$ cat src/rtl/led_page_scanner.sv
// Debug LED pager: drives one LED_W-wide slice of the data words, or the sticky
// flag page, to the board LEDs, chosen by a switch or by a timed auto scan.
module led_page_scanner #(
    parameter int NUM_WORDS = 2,
    parameter int WORD_W    = 32,
    parameter int LED_W     = 8,
    parameter int FLAG_W    = 2,
    parameter int SCAN_DIV  = 50000000,
    localparam int BPW       = WORD_W / LED_W,
    localparam int NUM_PAGES = NUM_WORDS * BPW + 1,
    localparam int PAGE_W    = (NUM_PAGES > 1) ? $clog2(NUM_PAGES) : 1
) (
    input  logic                        clk,
    input  logic                        rst,
    input  logic [NUM_WORDS*WORD_W-1:0] din,
    input  logic [FLAG_W-1:0]           flags,
    input  logic [PAGE_W-1:0]           sel,
    input  logic                        auto_mode,
    input  logic                        freeze,
    input  logic                        sticky_clr,
    output logic [LED_W-1:0]            led,
    output logic [PAGE_W-1:0]           page,
    output logic                        page_tick
);

    localparam int CNT_W = $clog2(SCAN_DIV);
    localparam logic [PAGE_W-1:0] LAST_PAGE = PAGE_W'(NUM_PAGES - 1);
    localparam logic [CNT_W-1:0]  LAST_CNT  = CNT_W'(SCAN_DIV - 1);

    logic [FLAG_W-1:0] sticky;
    logic [FLAG_W-1:0] sticky_nxt;
    logic [CNT_W-1:0]  cnt;
    logic [CNT_W-1:0]  cnt_nxt;
    logic [PAGE_W-1:0] page_nxt;
    logic [PAGE_W-1:0] sel_page;
    logic [LED_W-1:0]  led_nxt;
    logic              tick_nxt;

    // Next page, dwell count and LED value; the LED is always derived from the
    // page being loaded so the two registers can never disagree.
    always_comb begin
        sticky_nxt = (sticky & ~{FLAG_W{sticky_clr}}) | flags;
        sel_page   = (sel > LAST_PAGE) ? LAST_PAGE : sel;
        page_nxt   = page;
        cnt_nxt    = cnt;
        tick_nxt   = 1'b0;
        led_nxt    = led;

        if (!freeze) begin
            if (auto_mode) begin
                if (cnt == LAST_CNT) begin
                    cnt_nxt  = '0;
                    tick_nxt = 1'b1;
                    page_nxt = (page == LAST_PAGE) ? '0 : page + PAGE_W'(1);
                end else begin
                    cnt_nxt = cnt + CNT_W'(1);
                end
            end else begin
                page_nxt = sel_page;
                cnt_nxt  = '0;
            end

            // Data pages are contiguous LED_W slices of din since WORD_W is a multiple of LED_W.
            led_nxt = LED_W'(sticky);
            for (int p = 0; p < NUM_PAGES - 1; p++) begin
                if (page_nxt == PAGE_W'(p)) begin
                    led_nxt = din[p*LED_W +: LED_W];
                end
            end
        end
    end

    always_ff @(posedge clk) begin
        if (rst) begin
            led       <= '0;
            page      <= '0;
            page_tick <= 1'b0;
            cnt       <= '0;
            sticky    <= '0;
        end else begin
            led       <= led_nxt;
            page      <= page_nxt;
            page_tick <= tick_nxt;
            cnt       <= cnt_nxt;
            sticky    <= sticky_nxt;
        end
    end

endmodule

$ cat config.mk
export PLATFORM = sky130hd
export DESIGN_NAME = led_page_scanner
export DESIGN_NICKNAME = d
export VERILOG_FILES = /design/src/rtl/led_page_scanner.sv
export SDC_FILE = /design/constraint.sdc
export NUM_CORES = 1
export LEC_CHECK = 0
export BUFFER_PORTS_ARGS = -buffer_cell sky130_fd_sc_hd__buf_2
export CORE_MARGIN = 10
export CORE_UTILIZATION = 30
export DETAILED_ROUTE_END_ITERATION = 7
export PLACE_DENSITY = 0.57
export SLEW_MARGIN = 0
export SYNTH_ARGS = -nofsm -noshare
export SYNTH_HDL_FRONTEND = slang
export SYNTH_SLANG_ARGS = --single-unit
$ cat constraint.sdc
create_clock -name clk -period 3.12 [get_ports clk]
set_input_delay 0.156 -clock clk [delete_from_list [all_inputs] [get_ports clk]]
set_output_delay 0.156 -clock clk [all_outputs]
set_load 0.01 [all_outputs]
[Word level (Yosys, flattened, before mapping)]
Index checks and enable logic that the tools add are counted.
Widths: inputs -> output; s select.
Operators by class
  add/sub/neg operators: 2
  order comparisons: 1
  equality and inequality tests: 9
  muxes and demuxes: 16
  bitwise gates (word level): 4
  reduce and logical (&&, ||, !) cells: 2
Operators by type and width (number)
  $mux 8: 8
  $mux 26: 2
  $add 26x1->26 const B: 1
  $eq 26x26->1 const B: 1
  $mux 4: 5
  $eq 4x3->1 const B: 4
  $eq 4x2->1 const B: 2
  $add 4x1->4 const B: 1
  $eq 4x1->1 const B: 1
  $eq 4x4->1 const B: 1
  $gt 4x4->1 const B: 1
  $logic_not 4->1: 1
  $reduce_or 3->1: 1
  $and 2x2->2: 1
  $not 2->2: 1
  $or 2x2->2: 1
  $mux 1: 1
  $not 1->1: 1
Storage, ports and cells
  flip-flop bits (word level): 41
  word-level logic and storage cells: 39

[Longest topological paths before layout]
  depth in word-level cells: 14
  gate-level depth with buffers: 12

[Worst setup path before layout]
Ideal clock, no wire load.
  path kind: reg-to-reg
  start point: register cnt[8]
  end point: register led[4]
  library setup time: 0.134 ns
  arrival: 2.303 ns
  data required time: 2.986 ns
  setup slack: 0.683 ns
  stages on the path, launching flop included: 11
  buffers on the path: 2
  period minus slack after synthesis: 2.437 ns
  cell sequence: dfxtp_1 nand4bb_1 nor4_1 nand2_1 o211ai_2 buf_4 buf_2 mux2i_1 o22ai_1 a221oi_1 o22ai_1
Between the ends
  longest elaborated chain between the ends: 13
  elaborated cells on any way between the ends: 20
  those cells by class: 8 x eq/ne; 11 x mux; 1 x reduce/logical
Ends and longest elaborated chain
  start: declaration: RTL line 32  | logic [CNT_W-1:0] cnt;
  start signal: assignment: RTL line 84  | cnt <= cnt_nxt;
  $eq 26x26->1 *: RTL line 51  | if (cnt == LAST_CNT) begin
  $mux 4 *: RTL line 51
  $mux 4 *: RTL line 50  | if (auto_mode) begin
  $mux 4 *: RTL line 49  | if (!freeze) begin
  $logic_not 4->1: RTL line 66  | if (page_nxt == PAGE_W'(p)) begin
  $mux 8 (7 in a row): RTL line 66
  $mux 8 *: RTL line 66
  end signal: assignment: RTL line 81  | led <= led_nxt;
  end: declaration: RTL line 21  | output logic [LED_W-1:0] led,
Every way passes the cells marked *; elsewhere a longest branch is shown, timed or not. The select of a mux whose other input is x is not followed.
A chain may end at the register's enable or synchronous reset.

[Worst setup path after layout]
  start point: register cnt[4]
  end point: register led[0]
The elaborated chain is that of the path after synthesis.

==> reports/qor.yml <==
timing:
  layout_worst_path_cycle_share_pct: 89.4
  grt_setup_unrepaired: "no"
  clock.fmax_mhz: 359
  finalCriticalPeriod_ps: 2790
  final.setup.tns_ps: 0
  hold_viol_final: 0
  relSlewSlack_pct: 48.8
  clock_skew_ps: 10.2
  setup_violations: 0
  maxSlewViolCount: 0
  worst_pin_slew_ps: 765
drt:
  wirelength_met1_mm: 3.67
  ant_nets: 0
  firstDrtPassIters: 4
  top_layer: "met4"
  routed_wl_mm: 8.43
  met3WireLength_um: 792
  vias: 2656
  drc: 0
  routed_via_density: 5.19
  routed-wl-met2_mm: 3.86
  drt_iter0_markers: 67
  wl_per_cell_um: 16.5
logic_synthesis:
  ys_warn_count: 0
  synth_top_area_share_pct: 30.9
  synthArstFlopShare_pct: 0
  synth_cell_type_count: 57
  syn_inst: 324
  synthTopCellsByArea: "dfxtp_1 (31%), nor2_1 (6.5%), xor2_1 (4.6%)"
  synth_edf_count: 0
  synth_common_cells: "nor2_1 (46), dfxtp_1 (41), nand2_1 (25), a21oi_1 (16), xor2_1 (14)"
  synth_most_common_cell: "nor2_1"
  yosys_most_used_dff: "dfxtp_1"
  synth_area_leader_cell: "dfxtp_1"
  yosysSeqAreaShare_pct: 30.9
  synth.avg_cell_area_um2: 8.19
  synth_area_um2: 2650
  ys_ff_latch: 41
  syn-num-nets: 402
global_route:
  grt_first_pass_wirelength_mm: 14.0
  antenna_found_initial: 0
  grt.total_usage_pct: 12.9
  overflow: 0
  grt_max_degree: 32
  grt_pass1_vias: 2844
clocking:
  cts-hold-fix-buffers: 0
  numCtsBuffers: 5
  clk_latency_ps: 300
  cts_tree: "built"
  ctsHtreeMaxLevel: 2
  cts_num_sinks: 41
  clk_pin_slew_ps: 90
  cts_buffer_depth: 2
  cts-resized-gates: 0
  cts_root_buf: "clkbuf_8"
  postCtsSetupRepairBufs: 0
setup_path:
  r2r-start: "cnt[4]"
  start_kind: "register"
  crit_type: "register to register"
  worstSetupStartpoint: "cnt[4]"
  r2r-end: "led[0]"
  required_ps: 3340
  crit_path_end_kind: "register"
  ff2ff_setup_slack_ps: 330
  crit_arrival_ps: 3010
  cp_max_fo: 11
  r2r.worst_path.cells: 9
  critPathCapture: "led[0]"
power_and_ir_drop:
  p_int_uw: 807
  swShare_pct: 29.3
  seqPwrFrac_pct: 48.3
  leakagePower_nw: 1.35
  p_comb_share_pct: 21.5
  p_sw_uw: 334
  clkPwrFrac_pct: 30.2
  ir_drop_mv: 0.142
  powerDensity_nw_per_um2: 350
floorplan:
  initial_core_util_pct: 30.6
  die-area_um2: 13000
  num_rows: 34
  die_w_um: 114
  io_pins: 88
  die_y_um: 114
  core_um2: 8680
min_path:
  hp-start: "flags[0]"
  worstHoldPathType: "input pin to register"
finish:
  fillers: 971
  antenna_cells: 0
  multi_input_area_um2: 1690
  num-nets-final: 481
  drive_gt1_share_pct: 29.0
  final-seq-area_um2: 821
  syn_to_final_growth_pct: 22.7
  fin_area_um2: 3260
status:
  status: "completed"
place:
  port-buffer-count: 87
  routabilityCongestion: 0.854
  hpwl_mm: 6.70
  placed_cell_area_um2: 3170
job:
  drv_cap: 0
==> power groups by stage <==
stage | Combinational, mW | Clock (mW) | Sequential (mW)
floorplan | 0.140 | 0 | 0.565
global placement | 0.246 | 0 | 0.563
detailed placement | 0.245 | 0 | 0.563
CTS | 0.247 | 0.353 | 0.551
global route | 0.272 | 0.373 | 0.553
finish | 0.245 | 0.344 | 0.551
==> cell families (layout without fill, tap and decap cells) <==
family,after synthesis,in the layout,synth area share (%)
DFF,41,41,30.9
and+or+nand+nor,140,140,28.8
buffers and inverters,30,110,5.33
xor gates and xnor gates,23,23,7.59
AOI/OAI and AO/OA,68,68,18.4
adders and majority gates,3,3,1.42
muxes,19,19,7.50
==> final cells by class <==
| class | instances | area share, % |
|---|---|---|
| clock inverters | 2 | 0.307 |
| flip-flops and latches | 41 | 25.2 |
| inverters | 9 | 1.04 |
| multi-input cells | 253 | 51.9 |
| repair buffers | 93 | 15.1 |
| well taps | 108 | 4.15 |
| clock buffers | 6 | 2.23 |
==> per-stage QoR <==
step / setup slack (ps) / instances / hold slack (ps) / utilization, % / power [mW]
2_1_floorplan: 683 / 324 / 273 / - / 0.706
3_5_place_dp: 359 / 504 / 380 / 36.6 / 0.809
6_report: 332 / 512 / 60.9 / 37.5 / 1.14
4_1_cts: 340 / 512 / 62.7 / 37.5 / 1.15
3_3_place_gp: 340 / 504 / 361 / 36.6 / 0.809
5_1_grt: 71.9 / 512 / 61.9 / 37.5 / 1.20
==> state kept, by name (all words and copies together) (netlist names) <==
register,count
led,8
sticky,2
page,4
page_tick,1
cnt,26
==> worst max-delay path: stages (launching register included) <==
cell	delay, ps
dfxtp_1	400
and3_1	360
nand4b_4	160
nor3_1	270
a311o_1	420
buf_4	260
nand2_1	70
a211o_1	290
a41o_1	240
a221oi_2	220
==> worst min path at each step <==
stage          slack, ps   endpoint  cells past startpoint
6_report              60  sticky[0]                      3
5_1_grt               60  sticky[1]                      3
4_1_cts               60  sticky[0]                      3
3_5_place_dp         380  sticky[1]                      3
3_3_place_gp         360  sticky[0]                      3
2_1_floorplan        270  sticky[0]                      2
==> per-layer routing <==
metal | GRT usage [%] | up-vias
met5 | 0 | -
met4 | 3.26 | 0
met3 | 5.56 | 14
met2 | 21.1 | 106
met1 | 15.2 | 1197
li1 | - | 1339
==> cell usage in the layout, fill, tap and decap left out, drive strengths merged, types with 3 or more instances in the layout <==
cell and count:
xor2 14, dfxtp 41, a221oi 7, buf 93
a31oi 7, nor4b 4, clkbuf 6, mux2 7
xnor2 9, nand4b 3, nand2 25, and2 6
nor2 46, nor3b 3, nor3 9, o211ai 3
nand3 12, a21oi 16, o21ai 10, nand4 8
inv 9, a311o 5, ha 3, and3 7
a211oi 4, o2bb2ai 5, mux2i 12
No activity file was read; power rests on OpenSTA's default activity.
